--- src/rtl/exmem_skid_stage_if.sv ---
// EX/MEM handshake bundle: EX-side payload and valid/ready, MEM-side head entry,
// flush and stall counter. The environment drives through master, the stage through slave.
interface exmem_skid_stage_if #(
    parameter int WB_W   = 2,
    parameter int M_W    = 2,
    parameter int DATA_W = 32,
    parameter int REG_W  = 5,
    parameter int CNT_W  = 8
);
    logic              flush_i;
    logic              in_valid_i;
    logic              in_ready_o;
    logic [WB_W-1:0]   WB_i;
    logic [M_W-1:0]    M_i;
    logic [DATA_W-1:0] ALU_output_i;
    logic [DATA_W-1:0] fw2_i;
    logic [REG_W-1:0]  reg_dst_i;
    logic              out_valid_o;
    logic              out_ready_i;
    logic [WB_W-1:0]   WB_o;
    logic [M_W-1:0]    M_o;
    logic [DATA_W-1:0] ALU_output_o;
    logic [DATA_W-1:0] fw2_o;
    logic [REG_W-1:0]  reg_dst_o;
    logic [CNT_W-1:0]  stall_cnt_o;

    modport master (
        output flush_i, in_valid_i, WB_i, M_i, ALU_output_i, fw2_i, reg_dst_i, out_ready_i,
        input  in_ready_o, out_valid_o, WB_o, M_o, ALU_output_o, fw2_o, reg_dst_o, stall_cnt_o
    );

    modport slave (
        input  flush_i, in_valid_i, WB_i, M_i, ALU_output_i, fw2_i, reg_dst_i, out_ready_i,
        output in_ready_o, out_valid_o, WB_o, M_o, ALU_output_o, fw2_o, reg_dst_o, stall_cnt_o
    );
endinterface

--- src/rtl/exmem_skid_stage.sv ---
// EX/MEM pipeline register as a two-entry skid buffer with registered ready,
// NOP-zeroed control on bubbles, synchronous flush and a saturating stall counter.
//
// state | meaning
// EMPTY | no entry held (mv=0, sv=0)
// ONE   | head entry in main register (mv=1, sv=0)
// FULL  | head in main, next entry parked in skid (mv=1, sv=1)
module exmem_skid_stage #(
    parameter int WB_W   = 2,
    parameter int M_W    = 2,
    parameter int DATA_W = 32,
    parameter int REG_W  = 5,
    parameter int CNT_W  = 8
) (
    input logic                 clk_i,
    input logic                 rst_i,
    exmem_skid_stage_if.slave   bus
);
    // State bits are {mv, sv} so the handshake outputs come straight off the flops.
    typedef enum logic [1:0] {
        EMPTY = 2'b00,
        ONE   = 2'b10,
        FULL  = 2'b11
    } state_t;

    typedef struct packed {
        logic [WB_W-1:0]   wb;
        logic [M_W-1:0]    m;
        logic [DATA_W-1:0] alu;
        logic [DATA_W-1:0] fw2;
        logic [REG_W-1:0]  reg_dst;
    } entry_t;

    state_t           state;
    entry_t           main_q;
    entry_t           skid_q;
    entry_t           in_e;
    logic [CNT_W-1:0] stall_cnt_q;
    logic             push;
    logic             pop;

    assign in_e = '{wb: bus.WB_i, m: bus.M_i, alu: bus.ALU_output_i,
                    fw2: bus.fw2_i, reg_dst: bus.reg_dst_i};

    assign push = bus.in_valid_i & ~state[0];
    assign pop  = state[1] & bus.out_ready_i;

    // Control fields are cleared on every transition into EMPTY, so the
    // bubble NOP needs no output gating.
    always_ff @(posedge clk_i or negedge rst_i) begin
        if (!rst_i) begin
            state       <= EMPTY;
            main_q      <= '0;
            skid_q      <= '0;
            stall_cnt_q <= '0;
        end else begin
            if (state[1] && !bus.out_ready_i && (stall_cnt_q != {CNT_W{1'b1}}))
                stall_cnt_q <= stall_cnt_q + CNT_W'(1);

            if (bus.flush_i) begin
                state    <= EMPTY;
                main_q.wb <= '0;
                main_q.m  <= '0;
            end else begin
                case (state)
                    EMPTY: begin
                        if (push) begin
                            main_q <= in_e;
                            state  <= ONE;
                        end
                    end
                    ONE: begin
                        if (push && pop) begin
                            main_q <= in_e;
                        end else if (push) begin
                            skid_q <= in_e;
                            state  <= FULL;
                        end else if (pop) begin
                            state     <= EMPTY;
                            main_q.wb <= '0;
                            main_q.m  <= '0;
                        end
                    end
                    FULL: begin
                        if (pop) begin
                            main_q <= skid_q;
                            state  <= ONE;
                        end
                    end
                    default: begin
                        state     <= EMPTY;
                        main_q.wb <= '0;
                        main_q.m  <= '0;
                    end
                endcase
            end
        end
    end

    assign bus.out_valid_o  = state[1];
    assign bus.in_ready_o   = ~state[0];
    assign bus.WB_o         = main_q.wb;
    assign bus.M_o          = main_q.m;
    assign bus.ALU_output_o = main_q.alu;
    assign bus.fw2_o        = main_q.fw2;
    assign bus.reg_dst_o    = main_q.reg_dst;
    assign bus.stall_cnt_o  = stall_cnt_q;
endmodule

--- src/flat_wrapper.sv ---
// flat-port wrapper written by rule: the top's interface ports become plain ports
module exmem_skid_stage_flat 
#(
    parameter int WB_W   = 2,
    parameter int M_W    = 2,
    parameter int DATA_W = 32,
    parameter int REG_W  = 5,
    parameter int CNT_W  = 8
)
  (clk_i, rst_i, bus_flush_i, bus_in_valid_i, bus_WB_i, bus_M_i, bus_ALU_output_i, bus_fw2_i, bus_reg_dst_i, bus_out_ready_i, bus_in_ready_o, bus_out_valid_o, bus_WB_o, bus_M_o, bus_ALU_output_o, bus_fw2_o, bus_reg_dst_o, bus_stall_cnt_o);
  exmem_skid_stage_if #(.WB_W(WB_W), .M_W(M_W), .DATA_W(DATA_W), .REG_W(REG_W), .CNT_W(CNT_W)) bus_i ();
  input logic clk_i;
  input logic rst_i;
  input wire logic [$bits(bus_i.flush_i)-1:0] bus_flush_i;
  input wire logic [$bits(bus_i.in_valid_i)-1:0] bus_in_valid_i;
  input wire logic [$bits(bus_i.WB_i)-1:0] bus_WB_i;
  input wire logic [$bits(bus_i.M_i)-1:0] bus_M_i;
  input wire logic [$bits(bus_i.ALU_output_i)-1:0] bus_ALU_output_i;
  input wire logic [$bits(bus_i.fw2_i)-1:0] bus_fw2_i;
  input wire logic [$bits(bus_i.reg_dst_i)-1:0] bus_reg_dst_i;
  input wire logic [$bits(bus_i.out_ready_i)-1:0] bus_out_ready_i;
  output wire logic [$bits(bus_i.in_ready_o)-1:0] bus_in_ready_o;
  output wire logic [$bits(bus_i.out_valid_o)-1:0] bus_out_valid_o;
  output wire logic [$bits(bus_i.WB_o)-1:0] bus_WB_o;
  output wire logic [$bits(bus_i.M_o)-1:0] bus_M_o;
  output wire logic [$bits(bus_i.ALU_output_o)-1:0] bus_ALU_output_o;
  output wire logic [$bits(bus_i.fw2_o)-1:0] bus_fw2_o;
  output wire logic [$bits(bus_i.reg_dst_o)-1:0] bus_reg_dst_o;
  output wire logic [$bits(bus_i.stall_cnt_o)-1:0] bus_stall_cnt_o;
  assign bus_i.flush_i = bus_flush_i;
  assign bus_i.in_valid_i = bus_in_valid_i;
  assign bus_i.WB_i = bus_WB_i;
  assign bus_i.M_i = bus_M_i;
  assign bus_i.ALU_output_i = bus_ALU_output_i;
  assign bus_i.fw2_i = bus_fw2_i;
  assign bus_i.reg_dst_i = bus_reg_dst_i;
  assign bus_i.out_ready_i = bus_out_ready_i;
  assign bus_in_ready_o = bus_i.in_ready_o;
  assign bus_out_valid_o = bus_i.out_valid_o;
  assign bus_WB_o = bus_i.WB_o;
  assign bus_M_o = bus_i.M_o;
  assign bus_ALU_output_o = bus_i.ALU_output_o;
  assign bus_fw2_o = bus_i.fw2_o;
  assign bus_reg_dst_o = bus_i.reg_dst_o;
  assign bus_stall_cnt_o = bus_i.stall_cnt_o;
  exmem_skid_stage #(.WB_W(WB_W), .M_W(M_W), .DATA_W(DATA_W), .REG_W(REG_W), .CNT_W(CNT_W)) u_core (.clk_i(clk_i), .rst_i(rst_i), .bus(bus_i));
endmodule
--- config.mk ---
export PLATFORM = sky130hd
export DESIGN_NAME = exmem_skid_stage_flat
export DESIGN_NICKNAME = d
export VERILOG_FILES = /design/src/rtl/exmem_skid_stage_if.sv /design/src/rtl/exmem_skid_stage.sv /design/src/flat_wrapper.sv
export SDC_FILE = /design/constraint.sdc
export NUM_CORES = 1
export LEC_CHECK = 0
export CORE_UTILIZATION = 63
export DETAILED_ROUTE_END_ITERATION = 12
export DONT_BUFFER_PORTS = 1
export PLACE_DENSITY_LB_ADDON = 0.08
export REMOVE_ABC_BUFFERS = 1
export SETUP_SLACK_MARGIN = 0.5
export SLEW_MARGIN = 20
export SYNTH_ARGS = -nofsm -noshare
export SYNTH_HDL_FRONTEND = slang
export SYNTH_SLANG_ARGS = --single-unit
--- constraint.sdc ---
create_clock -name clk_i -period 2.9 [get_ports clk_i]
set_clock_uncertainty 0.15 [all_clocks]
set_input_delay 0.435 -clock clk_i [delete_from_list [all_inputs] [get_ports clk_i]]
set_output_delay 0.435 -clock clk_i [all_outputs]
set_load 0.05 [all_outputs]
==> reports/qor.yml, run 1 <==
synthesis:
  synth.avg_cell_area_um2: 15.5
  synthesis.area_mm2: 0.00687
  synth_seq_cells: 156
  ys_warn_count: 0
  synthCells: 443
  synth_seq_area_share_pct: 56.8
  ys_types: 29
timing:
  fin_setup_tns_ns: 0
  fmax_ghz: 0.449
  finalCritPeriodShare_pct: 76.8
  tightestPinTransition_ns: 0.630
  maxSlewViolCount: 0
  hold_ws_ns: -0.551
  hold_viol_final: 156
  setup_viol: 0
  rsz0062_at_grt: "no"
  finalCriticalPeriod_ns: 2.23
  slew_headroom_pct: 58.0
clock_network:
  cts_sinks: 156
  ctsHtreeMaxLevel: 4
  clock_latency_ns: 0.53
  cts_hold_buf: 75
  cts_tree: "yes"
  post_cts_buffers: 0
  clk_pin_slew_ns: 0.07
  cts_made_buffers: 17
  clockBufferDepth: 2
  cts_root_buffer: "clkbuf_8"
final_layout:
  n_antenna_cell: 0
  fin_util_pct: 80.0
  layout-drive-gt1-share_pct: 47.4
  fillCellCount: 609
  syn2layout_area_growth_pct: 21.8
  final_area_mm2: 0.00837
  finalNetCount: 604
floorplan:
  num_rows: 37
  dieHeight_um: 106
  die-area_mm2: 0.0113
  ios: 161
  initial_core_util_pct: 65.7
  die_w_um: 106
  coreArea_mm2: 0.0105
setup_path:
  reg2reg_slack_ns: 0.67
  end_kind: "flop"
  r2r_start: "u_core.state[1]"
  reg2reg_to: "u_core.skid_q[20]"
  crit_slowest_cell: "dfrtp_1"
  r2r_cells: 5
  startpoint: "u_core.state[1]"
  crit_chain: "buf_4, ha_1, nand4b_1, buf_12, mux2_2"
  cp.required_ns: 3.16
  worstPathMaxFanout: 73
  crit_path_max_incr_delay_ns: 0.44
  start_kind: "flop"
  crit_family: "buffers and inverters"
  path_class: "flop to flop"
  path_buf_inv: 2
  critPathArrivalTime_ns: 2.48
route:
  finalWirelength_um: 14100
  drtIter0Drc: 228
  firstDrtPassIters: 4
  post-route-drc-count: 0
  ant_nets: 0
  vias_per_cell: 5.80
  num_vias: 3876
  post_drt_wl_per_cell_um: 21.1
global_route:
  gr-usage-all-layers_pct: 26.4
  grt_overflow_total: 0
  grt_pass1_vias: 4417
  grt_pass1_wl_um: 22600
  grt_max_degree: 157
  antenna_found_initial: 0
power:
  ir_drop_mv: 0.709
  power.density_mw_per_mm2: 1220
  total_power_mw: 10.2
  leakage_nw: 3.60
placed_design:
  dp_hpwl_um: 8150
  port_buffers: 0
  gp_routability_congestion: 0.770
  placed_cell_area_mm2: 0.00701
flow_run:
  maxCapViolCount: 0
run_status:
  status: "finished with violations"
  violations: "hold timing"
hold_path:
  min_path_type: "input port to asynchronous set/reset pin"
## stage by stage
stage / instances / setup WS (ns) / hold slack [ns]
floorplan: 420 / -1.59 / -0.0106
global placement: 562 / 0.619 / -0.00794
detailed placement: 562 / 0.595 / -0.00780
CTS: 667 / 0.601 / -0.568
global route: 668 / 0.571 / -0.582
finish: 668 / 0.673 / -0.551
## power breakdown
part	internal (mW)	leakage (nW)	total [mW]	switching, mW
logic	1.38	1.47	2.18	0.798
registers	3.21	1.87	5.88	2.66
clock network	1.30	0.262	2.16	0.857
## cells in the mapped netlist (all sizes together)
cell type	n	area (um^2)
xor2	1	8.76
nand2	6	25.0
a41o	1	10.0
a22o	8	70.1
and3	4	25.0
clkbuf	1	3.75
nor2b	1	6.26
a311oi	1	15.0
o21ai	1	5.00
xnor2	7	61.3
inv	2	7.51
a21oi	1	5.00
mux2i	2	20.0
a22oi	1	21.3
nand4	3	18.8
a211o	1	8.76
o22ai	1	6.26
nor2	1	3.75
ha	5	62.6
dfrtp	156	3900
nand3	2	15.0
nand2b	2	12.5
buf	22	123
nand4b	1	8.76
mux2	212	2420
## layer usage
layer | vias up | global-route usage (%) | share of wire, %
met5 | - | 0 | 0
met4 | 0 | 8.61 | 1.6
met3 | 20 | 9.69 | 7.8
met2 | 119 | 43.1 | 50
met1 | 1983 | 32.7 | 41
li1 | 1754 | - | -
## layout by cell type (no fill, tap or decap), types with 3 or more instances in the layout
cell type      instances
clkbuf_16             17
ha_1                   4
xnor2_1                7
mux2_2               202
clkinvlp_4             5
mux2_4                10
a22o_1                 8
dlygate4sd3_1         75
buf_4                  4
nand4_1                3
nand2_1                5
and3_1                 4
bufinv_16              3
dfrtp_1              156
## sequential cells by signal, indices dropped and copies added, names as in the netlist
name,count
u_core.skid_q,73
u_core.bus.ALU_output_o,32
u_core.bus.fw2_o,32
u_core.bus.stall_cnt_o,8
u_core.bus.reg_dst_o,5
u_core.bus.M_o,2
u_core.bus.WB_o,2
u_core.state,2
## cells by family after synthesis
group / Yosys count / synth area share [%]
AOI/OAI and AO/OA: 15 / 2.06
xor gates and xnor gates: 8 / 1.02
adders and majority gates: 5 / 0.910
buffers and inverters: 25 / 1.95
DFF: 156 / 56.8
muxes: 214 / 35.6
and+or+nand+nor: 20 / 1.68
## worst max path at each step
stage	endpoint	depth (start not counted)	slack (ns)
after floorplan	u_core.bus.ALU_output_o[0]	4	-1.59
after global placement	u_core.bus.stall_cnt_o[1]	4	0.62
after detailed placement	u_core.bus.stall_cnt_o[1]	4	0.60
after CTS	u_core.bus.stall_cnt_o[1]	4	0.60
after global routing	u_core.bus.reg_dst_o[2]	6	0.57
final	u_core.skid_q[20]	5	0.67
## layout make-up
class                      count  area (um^2)  share of cell area, %
timing repair buffer          82          853                   10.2
inverter                       2         7.51                 0.0897
clock inverter                11          146                   1.75
sequential                   156         3900                   46.7
tap                          136          170                   2.03
multi-input combinational    262         2870                   34.2
clock buffer                  19          422                   5.04
## timing repair
item / 4_1_cts / 5_1_grt
endpoints found under the hold margin: 236 / 156
endpoints found under the setup margin: 0 / 49
gates resized for setup: 0 / 2
(Power assumes the default switching activity.)
==> inputs of run 2 (changes only) <==
==> constraint.sdc (replaced) <==
create_clock -name clk_i -period 2.08 [get_ports clk_i]
set_clock_uncertainty 0.15 [all_clocks]
set_input_delay 0.312 -clock clk_i [delete_from_list [all_inputs] [get_ports clk_i]]
set_output_delay 0.312 -clock clk_i [all_outputs]
set_load 0.05 [all_outputs]
==> run 2 against run 1 <==
  * Utilization grew 11 points
  * Global-route usage grew 6.0 points
  * Power grew 61%
  * The run still ends with hold timing left
  * Sequential power grew 43%
  * Cell area grew 14%
  * Wire length grew 51%
  * Sequential cell count is the same
  * Register-to-register slack lost 0.65 ns
  * Critical endpoint is now u_core.skid_q[52]
  * Cell count grew 8.4%
  * Clock power grew 47%
==> reports/qor.yml, run 2 (synthesis gave the netlist of run 1 again) <==
clock_network:
  ctsHtreeMaxLevel: 4  # unchanged
  cts_hold_buf: 75  # unchanged
  cts_sinks: 156  # unchanged
  cts_made_buffers: 17  # unchanged
  clk_pin_slew_ns: 0.07  # about the same
  cts_tree: "yes"
  cts_root_buffer: "clkbuf_8"
  clock_latency_ns: 0.54  # about the same
  clockBufferDepth: 2  # unchanged
route:
  firstDrtPassIters: 5  # +1
  post_drt_wl_per_cell_um: 29.4  # +39%
  drtIter0Drc: 409  # +79%
  num_vias: 4662  # +20%
  vias_per_cell: 6.44  # +11%
  ant_nets: 0  # unchanged
  post-route-drc-count: 0  # unchanged
  finalWirelength_um: 21300  # +51%
power:
  leakage_nw: 4.10  # +14%
  power_frac_seq_pct: 51.1  # -6.4 points
  clock_power_share_pct: 19.3  # -1.8 points
  internal_power_mw: 9.46  # +61%
  total_power_mw: 16.4  # +61%
  swShare_pct: 42.3  # +0.050 points
  comb_power_share_pct: 29.6  # +8.3 points
  ir_drop_mv: 1.07  # +51%
  power.density_mw_per_mm2: 1720  # +41%
  net-switching-power_mw: 6.95  # +61%
setup_path:
  reg2reg_to: "u_core.skid_q[52]"
  reg2reg_slack_ns: 0.03  # -0.65 ns
  cp.required_ns: 2.34  # -0.82 ns
  crit_top_cell: "buf_6"
  start_kind: "flop"
  path_class: "flop to flop"
  worstPathMaxFanout: 5  # -93%
  r2r_start: "u_core.state[1]"
  critPathArrivalTime_ns: 2.32  # -0.16 ns
  crit_chain: "buf_6, ha_4, nand4b_1, buf_6, buf_12, buf_8, clkbuf_16, mux2_2"
  r2r_cells: 8  # +3
  crit_path_max_incr_delay_ns: 0.44  # about the same
  end_kind: "flop"
  crit_slowest_cell: "dfrtp_1"
final_layout:
  layout-drive-gt1-share_pct: 67.7  # +20 points
  syn2layout_area_growth_pct: 38.9
  finalNetCount: 659  # +9.1%
  fillCellCount: 323  # -47%
  top_register: "u_core.skid_q"
  final_area_mm2: 0.00954  # +14%
  layout_common_cells: "191 x mux2_2, 82 x dfrtp_1, 75 x dlygate4sd3_1"
  largest_reg_flops: 73  # unchanged
  mostFrequentLayoutCell: "mux2_2"
timing:
  slew_headroom_pct: 73.2  # +15 points
  rsz0062_at_grt: "yes"
  fmax_ghz: 0.487  # +8.5%
  hold_viol_final: 156  # unchanged
  hold_ws_ns: -0.683  # -0.132 ns
  tightestPinTransition_ns: 0.400  # -0.230 ns
  maxSlewViolCount: 0  # unchanged
  finalCritPeriodShare_pct: 98.7  # +22 points
  finalCriticalPeriod_ns: 2.05  # -0.174 ns
  setup_viol: 0  # unchanged
placed_design:
  gp_routability_congestion: 0.785  # +1.8%
  dp_hpwl_um: 8540  # +4.8%
  placed_cell_area_mm2: 0.00719  # +2.6%
  port_buffers: 0  # unchanged
global_route:
  grt_overflow_total: 0  # unchanged
  grt_pass1_wl_um: 26900  # +19%
  grt_max_degree: 157  # unchanged
  grt_pass1_vias: 4755  # +7.7%
  antenna_found_initial: 2  # +2
  gr-usage-all-layers_pct: 32.4  # +6.0 points
run_status:
  violations: "hold timing"
  status: "finished with violations"
hold_path:
  min_path_type: "input port to asynchronous set/reset pin"
floorplan:
  ios: 161  # unchanged
  num_rows: 37  # unchanged
  die-area_mm2: 0.0113  # unchanged
  coreArea_mm2: 0.0105  # unchanged
  initial_core_util_pct: 65.7  # unchanged
  die_w_um: 106  # unchanged
  dieHeight_um: 106  # unchanged
flow_run:
  maxCapViolCount: 0  # unchanged
[run 2: critical path, delay by kind of cell, from the launching register on]
family | cells | cell delay (ns)
AND/OR/NAND/NOR | 1 | 0.11
buffers and inverters | 5 | 0.70
multiplexers | 1 | 0.37
flip-flops | 1 | 0.44
adder cells (fa/ha/maj) | 1 | 0.17
[run 2: final cells by class]
| type | count | area, um^2 | area share (%) |
|---|---|---|---|
| Timing Repair Buffer | 137 | 1760 | 18.4 |
| Clock buffer | 22 | 473 | 4.96 |
| Clock inverter | 7 | 114 | 1.19 |
| Inverter | 2 | 15.0 | 0.157 |
| Sequential cell | 156 | 4000 | 41.9 |
| Tap cell | 136 | 170 | 1.78 |
| Multi-Input combinational cell | 262 | 3010 | 31.5 |
| Antenna cell | 2 | 5.00 | 0.0525 |
[run 2: stage by stage]
step / utilization (%) / worst slack (ns) / std cells / hold slack (ns) / TNS, ns
floorplan: - / -2.41 / 420 / -0.134 / -344.80
global placement: 68.7 / 0.0832 / 580 / -0.131 / 0
detailed placement: 68.7 / 0.00222 / 580 / -0.130 / 0
CTS: 87.8 / 0.151 / 711 / -0.671 / 0
global route: 91.2 / 0.0150 / 723 / -0.697 / 0
finish: 91.2 / 0.0270 / 724 / -0.683 / 0
[run 2: per-layer routing]
layer / up-vias / share of wire, % / global-route usage [%]
met4: 2 / 5.2 / 13.3
li1: 1879 / - / -
met1: 2403 / 36 / 37.7
met3: 94 / 9.5 / 10.2
met2: 284 / 50 / 55.6
met5: - / 0.16 / 0
[run 2: how the worst max path moves through the flow]
stage / startpoint / end / slack [ns] / cells past startpoint
6_report: u_core.state[1] / u_core.skid_q[52] / 0.03 / 8
5_1_grt: u_core.state[1] / u_core.bus.fw2_o[15] / 0.01 / 8
4_1_cts: u_core.state[1] / u_core.bus.fw2_o[14] / 0.15 / 5
3_5_place_dp: u_core.state[0] / u_core.bus.fw2_o[24] / 0.002 / 6
3_3_place_gp: u_core.state[0] / u_core.bus.fw2_o[22] / 0.08 / 6
2_1_floorplan: u_core.state[1] / u_core.bus.ALU_output_o[0] / -2.41 / 4
[run 2: what timing repair did]
item                                    CTS  global route
pin swaps                                14             4
endpoints found under the hold margin   305           156
gates resized for setup                 115            38
setup buffers                            20             4
endpoints found under the setup margin  231           169
gates cloned                              7             7
[run 2: power groups by stage]
stage	clock, mW	combinational [mW]	sequential (mW)
3_3_place_gp	0	3.16	7.94
3_5_place_dp	0	3.31	8.02
2_1_floorplan	0	2.47	7.91
6_report	3.17	4.86	8.39
4_1_cts	3.10	4.13	8.15
5_1_grt	3.29	5.07	8.48
==> inputs of run 3 (changes only) <==
--- a/config.mk
+++ b/config.mk
@@ -10,7 +10,6 @@
 export DONT_BUFFER_PORTS = 1
 export PLACE_DENSITY_LB_ADDON = 0.08
 export REMOVE_ABC_BUFFERS = 1
-export SETUP_SLACK_MARGIN = 0.5
 export SLEW_MARGIN = 20
 export SYNTH_ARGS = -nofsm -noshare
 export SYNTH_HDL_FRONTEND = slang
==> run 3 against run 2 <==
  * The flow still finishes with violations (hold timing)
  * Sequential cell count is the same
  * Power shrank 11%
  * Combinational power shrank 29%
  * Critical path depth shrank 3
  * Cell count shrank 5.4%
  * Setup slack gained 0.052 ns
  * Wire length shrank 34%
  * Global-route usage shrank 6.7 points
  * Non-clock buffer count shrank 37
  * Sequential power shrank 4.6%
  * Die area is the same
  * Cell area shrank 11%
==> reports/qor.yml, run 3 (synthesis gave the netlist of run 1 again) <==
timing:
  tightestPinTransition_ns: 0.558  # +0.158 ns
  setup_viol: 0  # unchanged
  fmax_ghz: 0.500  # +2.6%
  finalCritPeriodShare_pct: 96.2  # -2.5 points
  maxSlewViolCount: 0  # unchanged
  rsz0062_at_grt: "no"
  slew_headroom_pct: 62.8  # -10 points
  finalCriticalPeriod_ns: 2.00  # -0.0519 ns
  hold_viol_final: 156  # unchanged
  hold_ws_ns: -0.658  # +0.0256 ns
floorplan:
  initial_core_util_pct: 65.7  # unchanged
  ios: 161  # unchanged
  coreArea_mm2: 0.0105  # unchanged
  die-area_mm2: 0.0113  # unchanged
  dieHeight_um: 106  # unchanged
  num_rows: 37  # unchanged
  die_w_um: 106  # unchanged
global_route:
  grt_pass1_vias: 4335  # -8.8%
  grt_max_degree: 157  # unchanged
  antenna_found_initial: 0  # -2
  grt_pass1_wl_um: 22300  # -17%
  grt_overflow_total: 0  # unchanged
  gr-usage-all-layers_pct: 25.8  # -6.7 points
final_layout:
  multi_input_area_mm2: 0.00285  # -5.2%
  syn2layout_area_growth_pct: 24.2
  mostFrequentLayoutCell: "mux2_2"
  n_antenna_cell: 0  # -2
  layout-drive-gt1-share_pct: 49.4  # -18 points
  fillCellCount: 562  # +74%
  final_cells: 685  # -5.4%
  finalNetCount: 622  # -5.6%
  final_area_mm2: 0.00854  # -11%
  largest_reg_flops: 73  # unchanged
  layout_common_cells: "202 x mux2_2, 155 x dfrtp_1, 75 x dlygate4sd3_1"
  top_register: "u_core.skid_q"
  ff_latch_area_mm2: 0.00391  # -2.3%
route:
  vias_per_cell: 5.79  # -10%
  ant_nets: 0  # unchanged
  drtIter0Drc: 165  # -60%
  post-route-drc-count: 0  # unchanged
  num_vias: 3963  # -15%
  finalWirelength_um: 14000  # -34%
  firstDrtPassIters: 4  # -1
  post_drt_wl_per_cell_um: 20.4  # -31%
power:
  leakage_nw: 3.72  # -9.3%
  ir_drop_mv: 1.04  # -3.2%
  total_power_mw: 14.5  # -11%
  power.density_mw_per_mm2: 1700  # -1.1%
hold_path:
  min_path_type: "input port to asynchronous set/reset pin"
clock_network:
  ctsHtreeMaxLevel: 4  # unchanged
  cts_root_buffer: "clkbuf_8"
  clock_latency_ns: 0.50  # -0.04 ns
  cts_tree: "yes"
  cts_made_buffers: 17  # unchanged
  cts_sinks: 156  # unchanged
  clockBufferDepth: 2  # unchanged
  cts_hold_buf: 75  # unchanged
  clk_pin_slew_ns: 0.06  # about the same
setup_path:
  cp.required_ns: 2.32  # -0.02 ns
  r2r_start: "u_core.state[1]"
  r2r_cells: 5  # -3
  end_kind: "flop"
  critPathArrivalTime_ns: 2.24  # -0.08 ns
  reg2reg_to: "u_core.skid_q[15]"
  path_class: "flop to flop"
  worstPathMaxFanout: 44  # +39
  reg2reg_slack_ns: 0.08  # +0.05 ns
  start_kind: "flop"
placed_design:
  port_buffers: 0  # unchanged
  gp_routability_congestion: 0.785  # unchanged
  placed_cell_area_mm2: 0.00719  # unchanged
  dp_hpwl_um: 8540  # unchanged
  dp_cells: 580  # unchanged
run_status:
  status: "finished with violations"
  violations: "hold timing"
flow_run:
  maxCapViolCount: 0  # unchanged
run 3: cell count changes in the layout (fill, tap and decap cells not counted), sizes merged:
cell | before | now
buf | 56 | 25
clkbuf | 28 | 22
diode | 2 | 0
run 3: per-layer routing:
layer	vias up	share of wire (%)	global-route usage, %
met5	-	0	0
met4	0	2.1	9.78
met3	26	6.4	7.54
met2	121	50	43.3
met1	2037	41	31.6
li1	1779	-	-
run 3: layout make-up:
cell class / instances / share of cell area (%)
clock buffer: 22 / 5.54
clock inverter: 7 / 1.33
inverter: 2 / 0.0879
multi-input combinational: 262 / 33.4
sequential: 156 / 45.7
tap: 136 / 1.99
timing repair buffer: 100 / 11.9
run 3: critical path, stage by stage, from the launching register on:
cell      delay (ns)
dfrtp_1         0.41
buf_4           0.17
ha_1            0.22
nand4b_1        0.24
buf_12          0.30
mux2_2          0.38
run 3: timing repair:
| action | in CTS | in global routing |
|---|---|---|
| endpoints found under the hold margin | 307 | 156 |
| resized for setup | 0 | 1 |
| buffers inserted | 1 | 0 |
| setup endpoints to repair | 19 | 53 |
| pin swaps | 1 | 0 |
run 3: power by group:
| group | internal, mW | leakage, nW | switching (mW) |
|---|---|---|---|
| combinational | 2.07 | 1.56 | 1.39 |
| clock | 1.93 | 0.293 | 1.13 |
| sequential | 4.49 | 1.87 | 3.52 |
run 3: how the worst max path moves through the flow:
| stage | slack (ns) | startpoint | to |
|---|---|---|---|
| 2_1_floorplan | -2.41 | u_core.state[1] | u_core.bus.ALU_output_o[0] |
| 3_3_place_gp | 0.08 | u_core.state[0] | u_core.bus.fw2_o[22] |
| 3_5_place_dp | 0.002 | u_core.state[0] | u_core.bus.fw2_o[24] |
| 4_1_cts | 0.03 | u_core.state[0] | u_core.bus.ALU_output_o[23] |
| 5_1_grt | 0.03 | u_core.state[1] | u_core.skid_q[15] |
| 6_report | 0.08 | u_core.state[1] | u_core.skid_q[15] |
run 3: through the flow:
stage,hold slack [ns],setup slack [ns],setup TNS [ns],util (%)
finish,-0.658,0.0789,0,81.6
global route,-0.680,0.0272,0,81.6
CTS,-0.671,0.0343,0,81.6
detailed placement,-0.130,0.00222,0,68.7
global placement,-0.131,0.0832,0,68.7
floorplan,-0.134,-2.41,-344.80,-
